--- config.mk ---
export PLATFORM = sky130hd
export DESIGN_NAME = bch_block_arbiter
export DESIGN_NICKNAME = d
export VERILOG_FILES = /design/src/rtl/bch_block_arbiter.sv
export SDC_FILE = /design/constraint.sdc
export NUM_CORES = 1
export LEC_CHECK = 0
export CAP_MARGIN = 30
export CORE_UTILIZATION = 30
export CTS_BUF_LIST = sky130_fd_sc_hd__clkbuf_4 sky130_fd_sc_hd__clkbuf_8
export DETAILED_ROUTE_END_ITERATION = 6
export PLACE_DENSITY_LB_ADDON = 0.1
export SYNTH_ARGS = -nofsm -noshare
export SYNTH_HDL_FRONTEND = slang
export SYNTH_SLANG_ARGS = --single-unit
--- constraint.sdc ---
create_clock -name clk -period 1.7 [get_ports clk]
set_input_delay 0.425 -clock clk [delete_from_list [all_inputs] [get_ports clk]]
set_output_delay 0.425 -clock clk [all_outputs]
set_load 0.01 [all_outputs]
--- src/rtl/bch_block_arbiter.sv ---
// Two-requester serial arbiter in front of a shared BCH(63,51) encoder.
// Grants whole K-bit blocks and zero-pads blocks whose message ends early.
module bch_block_arbiter #(
  parameter int unsigned K = 51
) (
  input  logic clk,
  input  logic rst,
  input  logic s0_valid,
  input  logic s0_data,
  input  logic s0_last,
  output logic s0_ready,
  input  logic s1_valid,
  input  logic s1_data,
  input  logic s1_last,
  output logic s1_ready,
  output logic enc_valid,
  output logic enc_data,
  input  logic enc_ready,
  output logic grant_id,
  output logic busy,
  output logic block_done
);

  typedef enum logic [1:0] {StArb, StStream, StPad} state_e;

  localparam logic [5:0] CntMax = 6'(K - 1);

  state_e     state_q, state_d;
  logic [5:0] cnt_q, cnt_d;
  logic       grant_q, grant_d;
  logic       last_q, last_d;
  logic       done_q, done_d;

  logic sel_valid, sel_data, sel_last;

  assign sel_valid = grant_q ? s1_valid : s0_valid;
  assign sel_data  = grant_q ? s1_data  : s0_data;
  assign sel_last  = grant_q ? s1_last  : s0_last;

  always_comb begin
    state_d   = state_q;
    cnt_d     = cnt_q;
    grant_d   = grant_q;
    last_d    = last_q;
    done_d    = 1'b0;
    enc_valid = 1'b0;
    enc_data  = 1'b0;
    s0_ready  = 1'b0;
    s1_ready  = 1'b0;
    unique case (state_q)
      StArb: begin
        if (s0_valid || s1_valid) begin
          // On a tie the requester that did not own the previous block wins.
          grant_d = (s0_valid && s1_valid) ? ~last_q : s1_valid;
          last_d  = grant_d;
          cnt_d   = '0;
          state_d = StStream;
        end
      end
      StStream: begin
        enc_valid = sel_valid;
        enc_data  = sel_data;
        s0_ready  = ~grant_q & enc_ready;
        s1_ready  = grant_q & enc_ready;
        if (sel_valid && enc_ready) begin
          if (cnt_q == CntMax) begin
            cnt_d   = '0;
            done_d  = 1'b1;
            state_d = StArb;
          end else begin
            cnt_d = cnt_q + 6'd1;
            if (sel_last) begin
              state_d = StPad;
            end
          end
        end
      end
      StPad: begin
        enc_valid = 1'b1;
        if (enc_ready) begin
          if (cnt_q == CntMax) begin
            cnt_d   = '0;
            done_d  = 1'b1;
            state_d = StArb;
          end else begin
            cnt_d = cnt_q + 6'd1;
          end
        end
      end
      default: state_d = StArb;
    endcase
  end

  always_ff @(posedge clk) begin
    if (rst) begin
      state_q <= StArb;
      cnt_q   <= '0;
      grant_q <= 1'b0;
      last_q  <= 1'b1;
      done_q  <= 1'b0;
    end else begin
      state_q <= state_d;
      cnt_q   <= cnt_d;
      grant_q <= grant_d;
      last_q  <= last_d;
      done_q  <= done_d;
    end
  end

  assign grant_id   = grant_q;
  assign busy       = (state_q != StArb);
  assign block_done = done_q;

endmodule

### Word level (Yosys, flattened, before mapping)

Index checks and enable logic that the tools add are counted.
W data, S select, Z words.

| word-level totals | value |
|---|---|
| flip-flop bits (word level) | 11 |
| output and inout bits | 7 |
| logic and storage cells | 51 |

| cells by class | value |
|---|---|
| reduce and logical (&&, ||, !) cells | 9 |
| $add $sub $neg | 1 |
| bitwise gates (word level) | 4 |
| muxes and demuxes | 24 |
| equality and inequality tests | 8 |

Operators by type and width:

| operator | number |
|---|---|
| $mux W6 | 4 |
| $pmux W6 S3 | 1 |
| $mux W2 | 6 |
| $mux W1 | 10 |
| $ne A2 B2 Y1 const B | 4 |
| $add A6 B1 Y6 const B | 1 |
| $eq A6 B6 Y1 const B | 1 |
| $pmux W2 S3 | 1 |
| $reduce_and A5 Y1 | 1 |
| $pmux W1 S2 | 2 |
| $reduce_and A4 Y1 | 1 |
| $ne A3 B3 Y1 const B | 1 |
| $reduce_bool A3 Y1 | 1 |
| $and A1 B1 Y1 | 2 |
| $eq A2 B1 Y1 const B | 1 |
| $eq A2 B2 Y1 const B | 1 |
| $logic_and A1 B1 Y1 | 2 |
| $logic_not A2 Y1 | 1 |
| $not A1 Y1 | 2 |
| $reduce_and A2 Y1 | 1 |
| $reduce_bool A2 Y1 | 1 |
| $logic_or A1 B1 Y1 | 1 |

### Depth between registers and ports, before layout

| logic depth | value |
|---|---|
| word-level depth | 5 |
| depth in mapped cells | 6 |
| mapped depth without buffers | 6 |

### Least setup slack after synthesis

No wires, ideal clock.

| timing | value |
|---|---|
| kind | register to register |
| start | register state_q[0] |
| end | register state_q[1] |
| clock period less this slack | 1.714 ns |
| setup slack | -0.014 ns |
| stages on the path, launching flop included | 7 |
| buffers on the path | 0 |
| arrival time | 1.590 ns |
| required time | 1.577 ns |
| path through | dfxtp_1 -> inv_1 -> ha_1 -> or3b_1 -> o221ai_4 -> a211oi_2 -> mux2_1 |

| between the ends | value |
|---|---|
| cells in the longest elaborated chain, start to end | 3 |
| elaborated cells between the ends (all ways) | 10 |
| classes of those cells | 7 x eq/ne; 1 x mux; 2 x reduce/logical |

Ends and longest elaborated chain:

| what | RTL line | text |
|---|---|---|
| from (decl) | 28 | `state_e state_q, state_d;` |
| from (signal assigned) | 96 | `state_q <= StArb;` |
| from (signal assigned) | 102 | `state_q <= state_d;` |
| $eq A2 B1 Y1 (tied with other cells) | 50 | `unique case (state_q)` |
| $ne A3 B3 Y1 (no source line) / $ne A2 B2 Y1 (equally long branches) | n/a |  |
| $reduce_and A5 Y1 (no source line) | n/a |  |

Several ways; a longest one is shown, not always the timed one.
A chain may end at the register's enable or synchronous reset.

### Worst setup path in the final report

| timing | value |
|---|---|
| start | register state_q[1] |
| end | register state_q[1] |

The elaborated chain is that of the path after synthesis.

==> results by group <==
Run status
  • Status: complete, but fails checks
  • Failing checks: setup timing

Synth
  • Post-synthesis cell type count: 30
  • FFs w/ async S/R, synth: 0%
  • Syn avg cell area: 8.77 um2
  • Ys Warns: 0
  • Seq/Total Area, Yosys: 29.5%
  • Cells after Synth: 85
  • Synth Register Bits: 11
  • Primary FF master, synth: dfxtp_1
  • Post-synth EDFFs: 0
  • Post-synth net total: 100
  • Cell Area, Synth: 746 um2

GRT
  • Largest net degree at the start of global routing: 11
  • Vias in the first global route: around 660
  • Total GRT Usage: between 10% and 20%
  • Total gr overflow: 0
  • Initial antenna violation count: 0
  • First-pass GRT wire length: 2.99 mm

Worst setup path
  • Reg-to-reg critical path endpoint: state_q[1]
  • Worst Path Required: 1.86 ns
  • R2r worst-path depth: 7
  • Setup Crit Path Kind: reg2reg
  • Max Fanout on Critical Path: 2
  • Crit path launch type: flop
  • Critical Path End: state_q[1]
  • R2r setup slk: -0.001 ns
  • Critical Path Sink Type: flop
  • Worst endpoint data arrival time: about 1.9 ns
  • Worst r2r src: state_q[1]
  • Worst Setup SP: state_q[1]

Timing
  • Final Cycle Share: 100%
  • Unrepaired setup endpoints after global routing: true
  • Clock period minus worst slack: 1.70 ns
  • Setup WS post-layout: -0.00121 ns
  • Setup Viol. Count Final: 1
  • Pins Over Slew Limit: 0
  • Slew margin rel.: around 76%
  • Final Skew: between 0.001 and 0.0015 ns
  • Max Freq: 0.588 GHz
  • Final Hold Viols: 0
  • Actual slew at the worst max-slew pin: 0.357 ns

Drt
  • # DRC: 0
  • Vias/cell: 5.05
  • Antenna violation net count after detailed routing: 0
  • Vias: 767
  • Initial drt markers: 17
  • Wire per inst: 12.1 um
  • Drt pass-1 iters: 4
  • Total wire length: 1.84 mm

Layout
  • Share of cells above drive strength 1: 41.1%
  • Fin nets: 140
  • Cell area after layout: 0.00118 mm2
  • Layout area overhead: 57.9%
  • Ant diodes: 0
  • Most common cell after layout, fill and taps aside: buf_4
  • Most frequent cells in the layout: buf_4 (19), inv_1 (9), dfxtp_1 (8), nor2_1 (6), clkdlybuf4s50_1 (6)

Clocking
  • Worst skew pair latency: 0.27 ns
  • Num CTS Buffers: 3
  • Clock Sinks: 11
  • CTS tree: done
  • H-tree Lvls: 1
  • Root buffer cell: clkbuf_4
  • Clock tree buffer depth: 2
  • Clk slew on worst S/H paths: 0.08 ns

Hold path
  • Hold crit path type: reg2reg

Power and ir drop
  • PD cells: approximately 1300 mW/mm2
  • Peak VDD IR: 0.000795 V
  • Leak Pwr: 0.475 nW
  • Overall Power: 1.53 mW

Floorplanning
  • Die area: 0.00269 mm2
  • Chip Height: 51.9 um
  • Num rows: 17
  • Top Ports: 16
  • Starting Density: 32.8%
  • Die Wd: 51.9 um
  • Core Box Area: 0.00228 mm2

Placed design
  • DP HPWL: 1.34 mm
  • Post-DP Area: 0.00107 mm2
  • GPL Wtd Cong: 0.761
  • Number of I/O port buffers: 15

Job
  • Max-Cap Viols: 0
==> registers in the layout (all words and copies together) (netlist names) <==
name        flops
block_done      1
cnt_q           6
grant_id        1
last_q          1
state_q         2
==> where the power goes <==
group	internal [mW]	switching, mW	total [mW]
sequential	0.308	0.0384	0.346
clock	0.107	0.103	0.210
combinational	0.529	0.440	0.969
==> logic make-up after synthesis <==
| group | Yosys count | synth area share (%) |
|---|---|---|
| AO/OA/AOI/OAI | 22 | 24.8 |
| adder cells (fa/ha/maj) | 6 | 10.1 |
| buffers and inverters | 12 | 6.04 |
| flip-flops | 11 | 29.5 |
| multiplexers | 5 | 7.72 |
| AND/OR/NAND/NOR | 29 | 21.8 |
==> timing repair <==
item / CTS / global route
gates resized for setup: 36 / 9
gates cloned: 0 / 0
hold buffers: 0 / 0
endpoints found under the setup margin: 13 / 10
pin swaps: 3 / 4
setup buffers: 1 / 1
==> how the worst min path moves through the flow <==
stage            from  endpoint  slack [ns]  depth (start not counted)
5_1_grt        last_q    last_q        0.54                          1
3_5_place_dp   last_q    last_q        0.48                          1
2_1_floorplan  last_q    last_q        0.46                          1
4_1_cts        last_q    last_q        0.50                          1
3_3_place_gp   last_q    last_q        0.47                          1
6_report       last_q    last_q        0.50                          1
==> per-stage QoR <==
stage | setup slack [ns] | hold slack (ns) | TNS [ns] | instances | utilization (%)
finish | -0.00121 | 0.497 | -0.00121 | 152 | 51.7
global route | -0.0464 | 0.544 | -0.169 | 152 | 51.7
CTS | -0.0101 | 0.499 | -0.0101 | 151 | 51.1
detailed placement | -0.519 | 0.480 | -4.19 | 146 | 47.0
global placement | -0.506 | 0.474 | -3.96 | 146 | 47.0
floorplan | 0.0370 | 0.460 | 0 | 85 | -
==> routing by layer <==
metal  up-vias  GRT usage, %  part of all wire [%]
met5         -             0                     0
met3         2          2.63                   2.7
met1       365          22.0                    53
li1        390             -                     -
met2        10          20.9                    43
met4         0          8.11                  0.92
==> final cells by class <==
cell class | instances | area [um2]
fill | 218 | 1100
multi-input combinational | 62 | 548
timing repair buffer | 36 | 289
inverter | 11 | 46.3
clock buffer | 4 | 30.0
tap | 28 | 35.0
sequential | 11 | 229
==> synth_stat cells (3+ instances only) <==
| master | n | share of area [%] |
|---|---|---|
| nand2_1 | 5 | 2.5 |
| inv_1 | 11 | 5.5 |
| a21oi_1 | 5 | 3.4 |
| nor2_1 | 6 | 3.0 |
| nand3_1 | 3 | 2.0 |
| or3_1 | 5 | 4.2 |
| ha_1 | 6 | 10 |
| o32ai_1 | 4 | 4.7 |
| a211oi_1 | 6 | 6.0 |
| dfxtp_1 | 11 | 30 |
==> worst max-delay path: stages, from the launching register on <==
cell      delay, ns
dfxtp_4        0.36
buf_6          0.12
ha_4           0.15
buf_6          0.12
nor2_4         0.10
o221ai_4       0.12
a211oi_4       0.29
mux2_4         0.33
No activity file was read; power rests on OpenSTA's default activity.
